File: config.mk
export PLATFORM = sky130hd
export DESIGN_NAME = video_timing_pattern_gen_flat
export DESIGN_NICKNAME = d
export VERILOG_FILES = /design/src/rtl/video_timing_pattern_gen_if.sv /design/src/rtl/video_timing_pattern_gen.sv /design/src/flat_wrapper.sv
export SDC_FILE = /design/constraint.sdc
export NUM_CORES = 1
export LEC_CHECK = 0
export ABC_AREA = 1
export BUFFER_PORTS_ARGS = -buffer_cell sky130_fd_sc_hd__buf_2
export CAP_MARGIN = 10
export CORE_MARGIN = 2
export CORE_UTILIZATION = 33
export CTS_CLUSTER_DIAMETER = 80
export CTS_CLUSTER_SIZE = 24
export DETAILED_ROUTE_END_ITERATION = 12
export PLACE_DENSITY = 0.5
export SLEW_MARGIN = 10
export SYNTH_ARGS = -nofsm -noshare
export SYNTH_HDL_FRONTEND = slang
export SYNTH_SLANG_ARGS = --single-unit
File: constraint.sdc
create_clock -name clk_i -period 3.1 [get_ports clk_i]
set_input_delay 0.155 -clock clk_i [delete_from_list [all_inputs] [get_ports clk_i]]
set_output_delay 0.155 -clock clk_i [all_outputs]
set_load 0.02 [all_outputs]
File: src/rtl/video_timing_pattern_gen_if.sv
// Video raster output bundle: timing strobes, pixel position and 24-bit RGB.
// The master drives it; encoders and monitors attach as slaves.
interface video_timing_pattern_gen_if #(
  parameter int unsigned CntWidth = 11
);
  logic                den_o;
  logic                hsync_o;
  logic                vsync_o;
  logic                sof_o;
  logic [CntWidth-1:0] x_o;
  logic [CntWidth-1:0] y_o;
  logic [23:0]         rgb_o;

  modport master (output den_o, hsync_o, vsync_o, sof_o, x_o, y_o, rgb_o);
  modport slave  (input  den_o, hsync_o, vsync_o, sof_o, x_o, y_o, rgb_o);
endinterface

File: src/rtl/video_timing_pattern_gen.sv
// Parametrised DVI/VGA raster timing generator with a registered RGB test pattern.
// All state advances on pixel-strobe cycles only; outputs lag the counters by one strobe.
module video_timing_pattern_gen #(
  parameter int unsigned ColActive = 640,
  parameter int unsigned ColFront  = 16,
  parameter int unsigned ColSync   = 96,
  parameter int unsigned ColBack   = 48,
  parameter int unsigned RowActive = 480,
  parameter int unsigned RowFront  = 10,
  parameter int unsigned RowSync   = 2,
  parameter int unsigned RowBack   = 33,
  parameter logic        HsyncPol  = 1'b0,
  parameter logic        VsyncPol  = 1'b0,
  parameter logic [23:0] SolidRgb  = 24'h0000FF,
  parameter int unsigned CntWidth  = 11
) (
  input  logic       clk_i,
  input  logic       rst_ni,
  input  logic       en_i,
  input  logic [1:0] mode_i,
  video_timing_pattern_gen_if.master vid
);

  typedef enum logic [1:0] {
    ModeChecker = 2'd0,
    ModeBars    = 2'd1,
    ModeRamp    = 2'd2,
    ModeSolid   = 2'd3
  } mode_e;

  localparam int unsigned ColTotal = ColActive + ColFront + ColSync + ColBack;
  localparam int unsigned RowTotal = RowActive + RowFront + RowSync + RowBack;
  localparam int unsigned BarWidth = ColActive / 8;

  localparam logic [CntWidth-1:0] ColLast    = CntWidth'(ColTotal - 1);
  localparam logic [CntWidth-1:0] RowLast    = CntWidth'(RowTotal - 1);
  localparam logic [CntWidth-1:0] ColActEnd  = CntWidth'(ColActive);
  localparam logic [CntWidth-1:0] RowActEnd  = CntWidth'(RowActive);
  localparam logic [CntWidth-1:0] HsStart    = CntWidth'(ColActive + ColFront);
  localparam logic [CntWidth-1:0] HsEnd      = CntWidth'(ColActive + ColFront + ColSync);
  localparam logic [CntWidth-1:0] VsStart    = CntWidth'(RowActive + RowFront);
  localparam logic [CntWidth-1:0] VsEnd      = CntWidth'(RowActive + RowFront + RowSync);
  localparam logic [CntWidth-1:0] BarLast    = CntWidth'(BarWidth - 1);

  logic [CntWidth-1:0] col_q, row_q, sub_q;
  logic [CntWidth-1:0] col_d, row_d, sub_d;
  logic [2:0]          bar_q, bar_d;
  mode_e               mode_q, mode_cur;
  logic                col_wrap, frame_start;
  logic                den_d, hsync_d, vsync_d;
  logic [23:0]         pix, rgb_d;

  logic                den_q, hsync_q, vsync_q, sof_q;
  logic [CntWidth-1:0] x_q, y_q;
  logic [23:0]         rgb_q;

  assign col_wrap    = (col_q == ColLast);
  assign frame_start = (col_q == '0) && (row_q == '0);
  // The first pixel of a frame already uses the newly sampled mode, so no frame tears.
  assign mode_cur    = frame_start ? mode_e'(mode_i) : mode_q;

  // NOTE: every combinational output gets a default first so no path infers a latch.
  always_comb begin
    col_d = col_q + 1'b1;
    row_d = row_q;
    sub_d = sub_q + 1'b1;
    bar_d = bar_q;
    if (col_wrap) begin
      col_d = '0;
      row_d = (row_q == RowLast) ? '0 : row_q + 1'b1;
      sub_d = '0;
      bar_d = '0;
    end else if (sub_q == BarLast) begin
      sub_d = '0;
      bar_d = (bar_q == 3'd7) ? 3'd7 : bar_q + 3'd1;
    end

    den_d   = (col_q < ColActEnd) && (row_q < RowActEnd);
    hsync_d = ((col_q >= HsStart) && (col_q < HsEnd)) ? HsyncPol : ~HsyncPol;
    vsync_d = ((row_q >= VsStart) && (row_q < VsEnd)) ? VsyncPol : ~VsyncPol;

    pix = '0;
    unique case (mode_cur)
      ModeChecker: pix = (col_q[5] ^ row_q[5]) ? 24'hFFFFFF : 24'h000000;
      ModeBars:    pix = {{8{~bar_q[1]}}, {8{~bar_q[2]}}, {8{~bar_q[0]}}};
      ModeRamp:    pix = {3{col_q[7:0]}};
      ModeSolid:   pix = SolidRgb;
      default:     pix = '0;
    endcase
    rgb_d = den_d ? pix : '0;
  end

  // NOTE: state and output registers use non-blocking assignments so every flop
  // samples the pre-edge value of the others.
  always_ff @(posedge clk_i or negedge rst_ni) begin
    if (!rst_ni) begin
      col_q   <= '0;
      row_q   <= '0;
      sub_q   <= '0;
      bar_q   <= '0;
      mode_q  <= ModeChecker;
      den_q   <= 1'b0;
      hsync_q <= ~HsyncPol;
      vsync_q <= ~VsyncPol;
      sof_q   <= 1'b0;
      x_q     <= '0;
      y_q     <= '0;
      rgb_q   <= '0;
    end else begin
      // sof is a single-clock pulse even when the strobe is sparse.
      sof_q <= 1'b0;
      if (en_i) begin
        col_q   <= col_d;
        row_q   <= row_d;
        sub_q   <= sub_d;
        bar_q   <= bar_d;
        mode_q  <= mode_cur;
        den_q   <= den_d;
        hsync_q <= hsync_d;
        vsync_q <= vsync_d;
        sof_q   <= frame_start;
        x_q     <= col_q;
        y_q     <= row_q;
        rgb_q   <= rgb_d;
      end
    end
  end

  assign vid.den_o   = den_q;
  assign vid.hsync_o = hsync_q;
  assign vid.vsync_o = vsync_q;
  assign vid.sof_o   = sof_q;
  assign vid.x_o     = x_q;
  assign vid.y_o     = y_q;
  assign vid.rgb_o   = rgb_q;

endmodule
File: src/flat_wrapper.sv
// flat-port wrapper written by rule: the top's interface ports become plain ports
module video_timing_pattern_gen_flat 
#(
  parameter int unsigned ColActive = 640,
  parameter int unsigned ColFront  = 16,
  parameter int unsigned ColSync   = 96,
  parameter int unsigned ColBack   = 48,
  parameter int unsigned RowActive = 480,
  parameter int unsigned RowFront  = 10,
  parameter int unsigned RowSync   = 2,
  parameter int unsigned RowBack   = 33,
  parameter logic        HsyncPol  = 1'b0,
  parameter logic        VsyncPol  = 1'b0,
  parameter logic [23:0] SolidRgb  = 24'h0000FF,
  parameter int unsigned CntWidth  = 11
)
  (clk_i, rst_ni, en_i, mode_i, vid_den_o, vid_hsync_o, vid_vsync_o, vid_sof_o, vid_x_o, vid_y_o, vid_rgb_o);
  video_timing_pattern_gen_if #(.CntWidth(CntWidth)) vid_i ();
  input  logic clk_i;
  input  logic rst_ni;
  input  logic en_i;
  input  logic [1:0] mode_i;
  output wire logic [$bits(vid_i.den_o)-1:0] vid_den_o;
  output wire logic [$bits(vid_i.hsync_o)-1:0] vid_hsync_o;
  output wire logic [$bits(vid_i.vsync_o)-1:0] vid_vsync_o;
  output wire logic [$bits(vid_i.sof_o)-1:0] vid_sof_o;
  output wire logic [$bits(vid_i.x_o)-1:0] vid_x_o;
  output wire logic [$bits(vid_i.y_o)-1:0] vid_y_o;
  output wire logic [$bits(vid_i.rgb_o)-1:0] vid_rgb_o;
  assign vid_den_o = vid_i.den_o;
  assign vid_hsync_o = vid_i.hsync_o;
  assign vid_vsync_o = vid_i.vsync_o;
  assign vid_sof_o = vid_i.sof_o;
  assign vid_x_o = vid_i.x_o;
  assign vid_y_o = vid_i.y_o;
  assign vid_rgb_o = vid_i.rgb_o;
  video_timing_pattern_gen #(.ColActive(ColActive), .ColFront(ColFront), .ColSync(ColSync), .ColBack(ColBack), .RowActive(RowActive), .RowFront(RowFront), .RowSync(RowSync), .RowBack(RowBack), .HsyncPol(HsyncPol), .VsyncPol(VsyncPol), .SolidRgb(SolidRgb), .CntWidth(CntWidth)) u_core (.clk_i(clk_i), .rst_ni(rst_ni), .en_i(en_i), .mode_i(mode_i), .vid(vid_i));
endmodule
-- Yosys cells after proc, flatten, opt, wreduce, memory -nomap -nowiden
Cells that the tools add are included.
- word-level logic and storage cells: 57
- output and inout port bits: 50
- register bits: 88
- add/sub/neg operators: 4
- magnitude comparators: 6
- reductions and logical operators: 10
- muxes and demuxes: 14
- bitwise logic cells: 4
- equality and inequality tests: 7
- operators with widths (cell ; count):
    one-hot mux 24 bit (4 select lines) ; 1
    two-way mux 24 bit ; 2
    two-way mux 11 bit ; 4
    adder 11 x 1 -> 11 bit, second input constant ; 3
    equality test 11 x 10 -> 1 bit, second input constant ; 2
    zero test 11 bit ; 2
    < comparator 11 x 10 -> 1 bit, second input constant ; 2
    < comparator 11 x 9 -> 1 bit, second input constant ; 2
    equality test 11 x 7 -> 1 bit, second input constant ; 1
    greater-or-equal comparator 11 x 10 -> 1 bit, second input constant ; 1
    greater-or-equal comparator 11 x 9 -> 1 bit, second input constant ; 1
    two-way mux 3 bit ; 3
    equality test 2 bit, second input constant ; 2
    logical AND 1 bit ; 4
    AND reduction 2 bit ; 2
    adder 3 x 1 -> 3 bit, second input constant ; 1
    equality test 3 bit, second input constant ; 1
    two-way mux 1 bit ; 3
    NOT 1 bit ; 3
    equality test 2 x 1 -> 1 bit, second input constant ; 1
    zero test 2 bit ; 1
    two-way mux 2 bit ; 1
    nonzero test 2 bit ; 1
    XOR 1 bit ; 1

-- Depth between registers and ports, before layout
Gate-level depths: netlist of run 1.
- depth after elaboration: 6
- depth in mapped cells: 16
- mapped depth without buffers: 15

-- Worst setup path before layout of run 1
Ideal clock, no wire load.
- path type: register to register
- start: reg u_core.row_q[0]
- end: reg u_core.rgb_q[4] (netlist: u_core.vid.rgb_o[4])
- arrival: 1.659 ns
- slack: 1.325 ns
- data required time: 2.984 ns
- setup time: 0.116 ns
- cell stages (with the launch flop): 17
- cells stage by stage: dfrtp_1 > inv_1 > ha_1 > inv_1 > nor2_1 > nand2_1 > nor2_2 > nand3_2 > nand2_2 > nand2_4 > inv_2 > nand3_2 > nand2_2 > inv_4 > buf_6 > nand2_1 > nand2_1
- word-level cells in the longest chain between the ends: 6
- ends and longest elaborated chain (element ; line ; RTL):
    from (decl) ; video_timing_pattern_gen.sv:45 ; logic [CntWidth-1:0] col_q, row_q, sub_q;
    from (signal assigned) ; video_timing_pattern_gen.sv:114 ; row_q <= row_d;
    zero test 11 bit ; video_timing_pattern_gen.sv:58 ; assign frame_start = (col_q == '0) && (row_q == '0);
    logical AND 1 bit ; video_timing_pattern_gen.sv:58 ;
    two-way mux 2 bit ; video_timing_pattern_gen.sv:60 ; assign mode_cur = frame_start ? mode_e'(mode_i) : mode_q;
    equality test 2 bit, or another cell as far along ; video_timing_pattern_gen.sv:83 ; unique case (mode_cur)
    one-hot mux 24 bit (4 select lines) ; video_timing_pattern_gen.sv:83 ;
    two-way mux 24 bit (*) ; video_timing_pattern_gen.sv:90 ; rgb_d = den_d ? pix : '0;
    to (signal assigned) ; video_timing_pattern_gen.sv:124 ; rgb_q <= rgb_d;
    to (decl) ; video_timing_pattern_gen.sv:55 ; logic [23:0] rgb_q;
Every way passes the cells marked *; elsewhere a longest branch is shown, timed or not.
A chain may end at the register's enable or synchronous reset.

-- Worst setup path after layout of run 1
- start: reg u_core.col_q[5]
- end: reg u_core.bar_q[1]
- word-level cells in the longest chain between the ends: 3
- ends and longest elaborated chain (element ; line ; RTL):
    from (decl) ; video_timing_pattern_gen.sv:45 ;
    from (signal assigned) ; video_timing_pattern_gen.sv:113 ; col_q <= col_d;
    equality test 11 x 10 -> 1 bit (*) ; video_timing_pattern_gen.sv:57 ; assign col_wrap = (col_q == ColLast);
    nonzero test 2 bit (no line) ; -- ;
    AND reduction 2 bit (no line) ; -- ;
    to (signal assigned) ; video_timing_pattern_gen.sv:116 ; bar_q <= bar_d;
    to (decl) ; video_timing_pattern_gen.sv:47 ; logic [2:0] bar_q, bar_d;
Marked as above.

==> results of run 1 <==
[registers in the layout, summed over array words and instances, names as in the netlist]
name and flops:
u_core.vid.rgb_o 24, u_core.col_q 11, u_core.row_q 11, u_core.sub_q 11, u_core.vid.x_o 11, u_core.vid.y_o 11, u_core.bar_q 3, u_core.mode_q 2
u_core.vid.den_o 1, u_core.vid.hsync_o 1, u_core.vid.sof_o 1, u_core.vid.vsync_o 1
[cell type report]
cell class              count  area share [%]
well taps                 172           4.342
repair buffers             58           6.110
flip-flops and latches     88           44.48
inverters                  53           4.065
multi-input cells         366           35.62
clock inverters             4          0.4039
clock buffers              12           4.973
[routing by layer]
| layer | vias up | wire length [um] | track usage, % |
|---|---|---|---|
| li1 | 1770 | - | - |
| met1 | 1645 | 4998 | 21.53 |
| met2 | 72 | 4456 | 23.47 |
| met3 | 11 | 441 | 4.215 |
| met4 | 0 | 169 | 6.325 |
| met5 | - | 0 | 0 |
[power by group through the flow]
stage	clock network, mW	logic, mW	registers [mW]
after floorplan	0	0.543	1.59
after global placement	0	0.758	1.61
after detailed placement	0	0.762	1.62
after CTS	1.03	0.767	1.60
after global routing	1.07	0.877	1.63
final	0.996	0.755	1.59
[through the flow]
step                worst slack [ns]  total power, mW
global placement              0.9478            2.370
floorplan                      1.325            2.130
global route                  0.6712            3.580
finish                        0.9439            3.344
CTS                           0.8978            3.393
detailed placement            0.9210            2.378
[cells by family after synthesis]
| kind of cell | Yosys count |
|---|---|
| fa+ha+maj | 6 |
| xor+xnor | 13 |
| simple gates | 287 |
| buf+inv | 69 |
| compound gates | 60 |
| flops | 88 |
[worst max-delay path: stages, from the launching register on]
cell     delay (ns)
dfrtp_1        0.53
nor2_4         0.21
inv_1          0.07
nor2_1         0.09
nand2_1        0.05
nor3_1         0.36
inv_1          0.21
nand2_1        0.31
inv_1          0.07
nand2_1        0.06
o21ai_0        0.08
[cells in the final DEF, fill, tap and decap left out, types with 3 or more instances in the layout]
master,n
xor2_1,11
inv_1,49
nor3b_1,3
dfrtp_1,86
nand4_1,11
o22ai_1,4
nor2_1,36
nand3_1,21
o21ai_0,39
nor2_2,5
buf_4,5
ha_1,6
nor2_4,3
nand2_1,178
nor4_1,3
nand2_2,6
a21oi_1,10
inv_2,3
clkbuf_16,9
buf_2,53
clkinv_2,4
nor3_1,14
[worst max-delay path by stage]
stage / startpoint / end / cells past startpoint
floorplan: u_core.row_q[0]$_DFFE_PN0P_ / u_core.vid.rgb_o[4]$_DFFE_PN0P_ / 16
global placement: u_core.col_q[5]$_DFFE_PN0P_ / u_core.bar_q[1]$_DFFE_PN0P_ / 10
detailed placement: u_core.col_q[5]$_DFFE_PN0P_ / u_core.bar_q[1]$_DFFE_PN0P_ / 10
CTS: u_core.col_q[5]$_DFFE_PN0P_ / u_core.bar_q[1]$_DFFE_PN0P_ / 10
global route: u_core.col_q[0]$_DFFE_PN0P_ / u_core.bar_q[1]$_DFFE_PN0P_ / 8
finish: u_core.col_q[5]$_DFFE_PN0P_ / u_core.bar_q[1]$_DFFE_PN0P_ / 10
==> out/results.txt, run 1 <==
Combinational Power Share = 22.6%
Top cells by area, synth = dfrtp_1, nand2_1, o21ai_0, inv_1, nor2_1
Final setup vio count = 0
Clock buffer depth = 2
Share of layout cells above drive strength 1 = 16.87%
Hold_ws = -0.04809 ns
Remaining DRCs = 0
Core area = 12,620 um^2
GRT Util Overall = 15.68%
Port bufs = 54
Flop pwr share = 47.6%
Clk slew on worst S/H paths = 0.06 ns
Fill count = 1,362
Worst Setup Start Kind = register
Sw power = 1.172 mW
Most common cell in the netlist = nand2_1
Mux share of post-synthesis cell area = 0%
I/O pin count = 55
Fin crit share = 69.55%
Register area share after synthesis = 51.67%
Fin crit period = 2.156 ns
Clk_lat worst skew = 0.35 ns
Distinct cells, synth = 35
First-pass GRT wire length = 17,240 um
Die area = 13,850 um^2
Leak = 2.504 nW
Grt ovf = 0
ANT cells = 0
Rows = 41
RR Startpoint = u_core.col_q[5]$_DFFE_PN0P_
Final standard cell area without fillers = 4956 um^2
DRT iter0 DRCs = 176
Initial antenna violation count = 0
Number of synthesized register bits = 88
Dpl cells = 737
Status = complete, but fails checks
RSZ-0062 raised after global routing = false
Post-Synth Simple-Gate Area = 29.38%
Synth top area share = 50.44%
Critical path class = reg2reg
CTS tree = built
Setup_tns = 0 ns
Synth top cells by count = nand2_1, dfrtp_1, inv_1, o21ai_0, nor2_1
Register area = 2205 um^2
P per Cell Area = 674.8 nW/um^2
Worst EP arrival = 2.38 ns
Non-filler cells, final = 753
Synthesized net count = 534
# H-tree levels = 3
Setup Fix Bufs, Post-CTS = 0
CTS root buffer = clkbuf_16
Clock power share = 29.8%
Post-Route WL = 10,070 um
Least-Margin Pin Slew = 0.9653 ns
VDD IR-drop max = 0.3634 mV
CP Max Fanout = 9
GPL Wtd Cong = 0.9024
Clk sinks = 88
Largest net degree at the start of global routing = 75
Die Height = 117.7 um
Pint = 2.173 mW
Failing checks = negative hold slack
Routed vias = 3,498
Critical Path RT = 3.32 ns
Syn Inst Count = 523
FMAX = 463.8 MHz
Final #Nets = 587
Total CTS buffers = 9
Synth Flop Type = dfrtp_1
WL per Instance = 13.37 um
Area of the multi-input gates = 1765 um^2
Syn avg cell area = 8.158 um^2
Synthesized cell area = 4267 um^2
Vias in the first global route = 3,416
Die W = 117.7 um
Starting Density = 33.81%
Yosys top cell by area = dfrtp_1
Setup Skew = 0.007869 ns
Slew margin rel. = 35.65%
Post-synth EDFFs = 0
Fin util = 39.27%
Largest family of logic cells by synthesized area = simple AND/OR/NAND/NOR gates
R2R cell count = 10
Xor and xnor fraction of the mapped netlist area = 2.669%
Antenna-violating nets left = 0
Synth Warn # = 0
Net Sw Frac = 35.03%
Max Cap Viol = 0
Worst reg2reg setup slack = 0.94 ns
Vias per inst = 4.645
1st-pass router iterations = 4
HPWL Detailed = 7071 um
Hold buffers post-CTS = 0
Hold WC Path Type = in2async
Synth Area in Adders = 1.760%
Async set or reset register ratio after synthesis = 100.0%
Area delta synth->final = 16.16%
Nature of the critical path endpoint = register
Max-slew violation count = 0
DP Area = 4690 um^2
FF-to-FF End = u_core.bar_q[1]$_DFFE_PN0P_
Final hold viol count = 37
Synth Area in Compound Gates = 7.566%
Post-CTS Resized = 0
(Power assumes the default switching activity.)
==> inputs of run 2 (changes only) <==
PLACE_DENSITY = 0.52   (was 0.5)
clock period = 1.97 ns   (was 3.1 ns; I/O delays follow)
==> run 2 against run 1 <==
The run now ends clean. Final cell count grew 4.9%. Worst setup slack lost 0.94 ns. Non-clock buffer count grew 34. Register-to-register slack lost 0.94 ns. Largest power group unchanged. Power grew 74%. Fmax grew 9.8%.
==> out/results.txt, run 2 (synthesis gave the netlist of run 1 again) <==
Worst Setup Start Kind = register
FMAX = 509.2 MHz (+9.8%)
Critical path class = reg2reg
Hold Path Depth = 3
Status = complete, no violations
Die area = 13,850 um^2 (unchanged)
Final hold viol count = 0 (-100%)
Remaining DRCs = 0 (unchanged)
Number of flip-flops in the largest register = 24 (unchanged)
Pre-CTS setup slack = 0.02385 ns (-0.8971 ns)
Worst path buffer plus inverter count = 4 (+1)
Fin crit period = 1.964 ns (-0.1922 ns)
Fin crit share = 99.69% (+30 points)
Final standard cell area without fillers = 5538 um^2 (+12%)
Setup_tns = 0 ns (unchanged)
Final worst-path setup slack = 0.006093 ns (-0.9378 ns)
Slew margin rel. = 60.50% (+25 points)
Area delta synth->final = 29.79%
Nature of the critical path endpoint = register
Overall power of the completed layout = 5.831 mW (+74%)
Fill count = 1,285 (-5.7%)
Worst reg2reg setup slack = 0.006 ns (-0.94 ns)
DRT iter0 DRCs = 143 (-19%)
Clock power share = 30.8% (+1.0 points)
Post-Route M1 WL = 4990 um (-0.16%)
Final #Nets = 625 (+6.5%)
CTS root buffer = clkbuf_16
CP top delay family = simple AND/OR/NAND/NOR gates
Commonest cells after routing, fill and taps aside = nand2_1, dfrtp_1, buf_2, inv_1, o21ai_0
Grt ovf = 0 (unchanged)
Vias in the first global route = 3,473 (+1.7%)
Non-filler cells, final = 790 (+4.9%)
Port bufs = 54 (unchanged)
Least-Margin Pin Slew = 0.5863 ns (-0.3790 ns)
Crit-path cells = inv_2 -> ha_4 -> inv_4 -> nor2_4 -> nand2_2 -> nor2_4 -> nand3_4 -> nand2_4 -> nand2_8 -> inv_8 -> nand3_4 -> nand2_8 -> clkinv_8 -> nand2_2 -> nand2_1
Critical-path top delay cell = dfrtp_1
GRT Util Overall = 15.66% (-0.021 points)
Critical Path RT = 2.20 ns (-1.12 ns)
CP Max Fanout = 7 (-2)
RR Startpoint = u_core.row_q[1]$_DFFE_PN0P_
# H-tree levels = 3 (unchanged)
Dpl cells = 760 (+3.1%)
Share of layout cells above drive strength 1 = 26.54% (+9.7 points)
VDD IR-drop max = 0.3947 mV (+8.6%)
FF-to-FF End = u_core.vid.rgb_o[4]$_DFFE_PN0P_
Routed vias = 3,686 (+5.4%)
Starting Density = 33.81% (unchanged)
Clk sinks = 88 (unchanged)
Hold WC Path Type = in2reg
Leading cell type in the layout, fill and taps excluded = nand2_1
ANT cells = 0 (unchanged)
P per Cell Area = 1053 nW/um^2 (+56%)
Hold Path Sink = u_core.vid.x_o[4]$_DFFE_PN0P_
Clk_lat worst skew = 0.35 ns (about the same)
Core area = 12,620 um^2 (unchanged)
Antenna-violating nets left = 0 (unchanged)
I/O pin count = 55 (unchanged)
Fin util = 43.88% (+4.6 points)
Hold path startpoint = en_i
Slowest stage delay, CP = 0.42 ns (-0.11 ns)
First-pass GRT wire length = 17,280 um (+0.28%)
GPL Wtd Cong = 0.9037 (+0.14%)
Worst EP arrival = 2.20 ns (-0.18 ns)
Net Sw Frac = 34.08% (-0.95 points)
Clock buffer depth = 2 (unchanged)
Die Height = 117.7 um (unchanged)
Final setup vio count = 0 (unchanged)
Met2 WL = 5102 um (+14%)
HPWL Detailed = 7527 um (+6.4%)
Hold_ws = 0.08929 ns (+0.1374 ns)
Highest routed layer = met4
WL per Instance = 13.53 um (+1.2%)
Die W = 117.7 um (unchanged)
1st-pass router iterations = 4 (unchanged)
Setup Skew = 0.009750 ns (+0.001881 ns)
DP Area = 4875 um^2 (+3.9%)
Post-Route WL = 10,690 um (+6.2%)
Crit path from = u_core.row_q[1]$_DFFE_PN0P_
Rows = 41 (unchanged)
Vias per inst = 4.666 (+0.44%)
Total CTS buffers = 9 (unchanged)
Clk slew on worst S/H paths = 0.06 ns (about the same)
RSZ-0062 raised after global routing = true
Initial antenna violation count = 0 (unchanged)
Largest net degree at the start of global routing = 47 (-37%)
Routed met3 length = 398 um (-9.8%)
Combinational Power Share = 27.5% (+4.9 points)
Sw power = 1.987 mW (+70%)
Max-slew violation count = 0 (unchanged)
Flop pwr share = 41.8% (-5.8 points)
Max Cap Viol = 0 (unchanged)
Leak = 2.749 nW (+9.8%)
R2R cell count = 15 (+5)
Pint = 3.844 mW (+77%)
CTS tree = built
run 2: worst max path at each step:
stage                                       endpoint  cells after the start
detailed placement   u_core.vid.rgb_o[1]$_DFFE_PN0P_                     13
global placement     u_core.vid.rgb_o[0]$_DFFE_PN0P_                     13
finish               u_core.vid.rgb_o[4]$_DFFE_PN0P_                     15
CTS                  u_core.vid.rgb_o[1]$_DFFE_PN0P_                     13
global route        u_core.vid.rgb_o[20]$_DFFE_PN0P_                     13
floorplan            u_core.vid.rgb_o[4]$_DFFE_PN0P_                     16
run 2: routing by layer:
layer | vias up | GRT usage, %
li1 | 1860 | -
met1 | 1733 | 20.95
met2 | 77 | 24.78
met3 | 16 | 3.101
met4 | 0 | 6.627
met5 | - | 0
run 2: repair_timing:
action / 4_1_cts / 5_1_grt
hold buffers: 1 / 0
cloned: 0 / 4
resized for setup: 1 / 60
setup endpoints to repair: 2 / 35
endpoints found under the hold margin: 86 / 0
setup buffers: 0 / 10
pin swaps: 0 / 9
run 2: area by class of cell:
cell class | instances | area (um^2) | share of cell area [%]
clock buffer | 11 | 232.7 | 4.202
clock inverter | 4 | 70.07 | 1.265
inverter | 53 | 216.5 | 3.909
multi-input combinational | 367 | 1961 | 35.40
sequential | 88 | 2206 | 39.83
tap | 172 | 215.2 | 3.886
timing repair buffer | 92 | 598.1 | 10.80
timing repair inverter | 3 | 38.79 | 0.7004
run 2: tightest hold or removal path: stages:
cell	delay, ns
buf_2	0.14
nand2_1	0.09
nand2_1	0.06
run 2: power groups by stage:
stage	combinational (mW)	clock (mW)	sequential, mW
finish	1.60	1.79	2.44
global route	1.80	1.91	2.48
detailed placement	1.42	0	2.46
global placement	1.41	0	2.45
floorplan	0.855	0	2.50
CTS	1.43	1.85	2.43
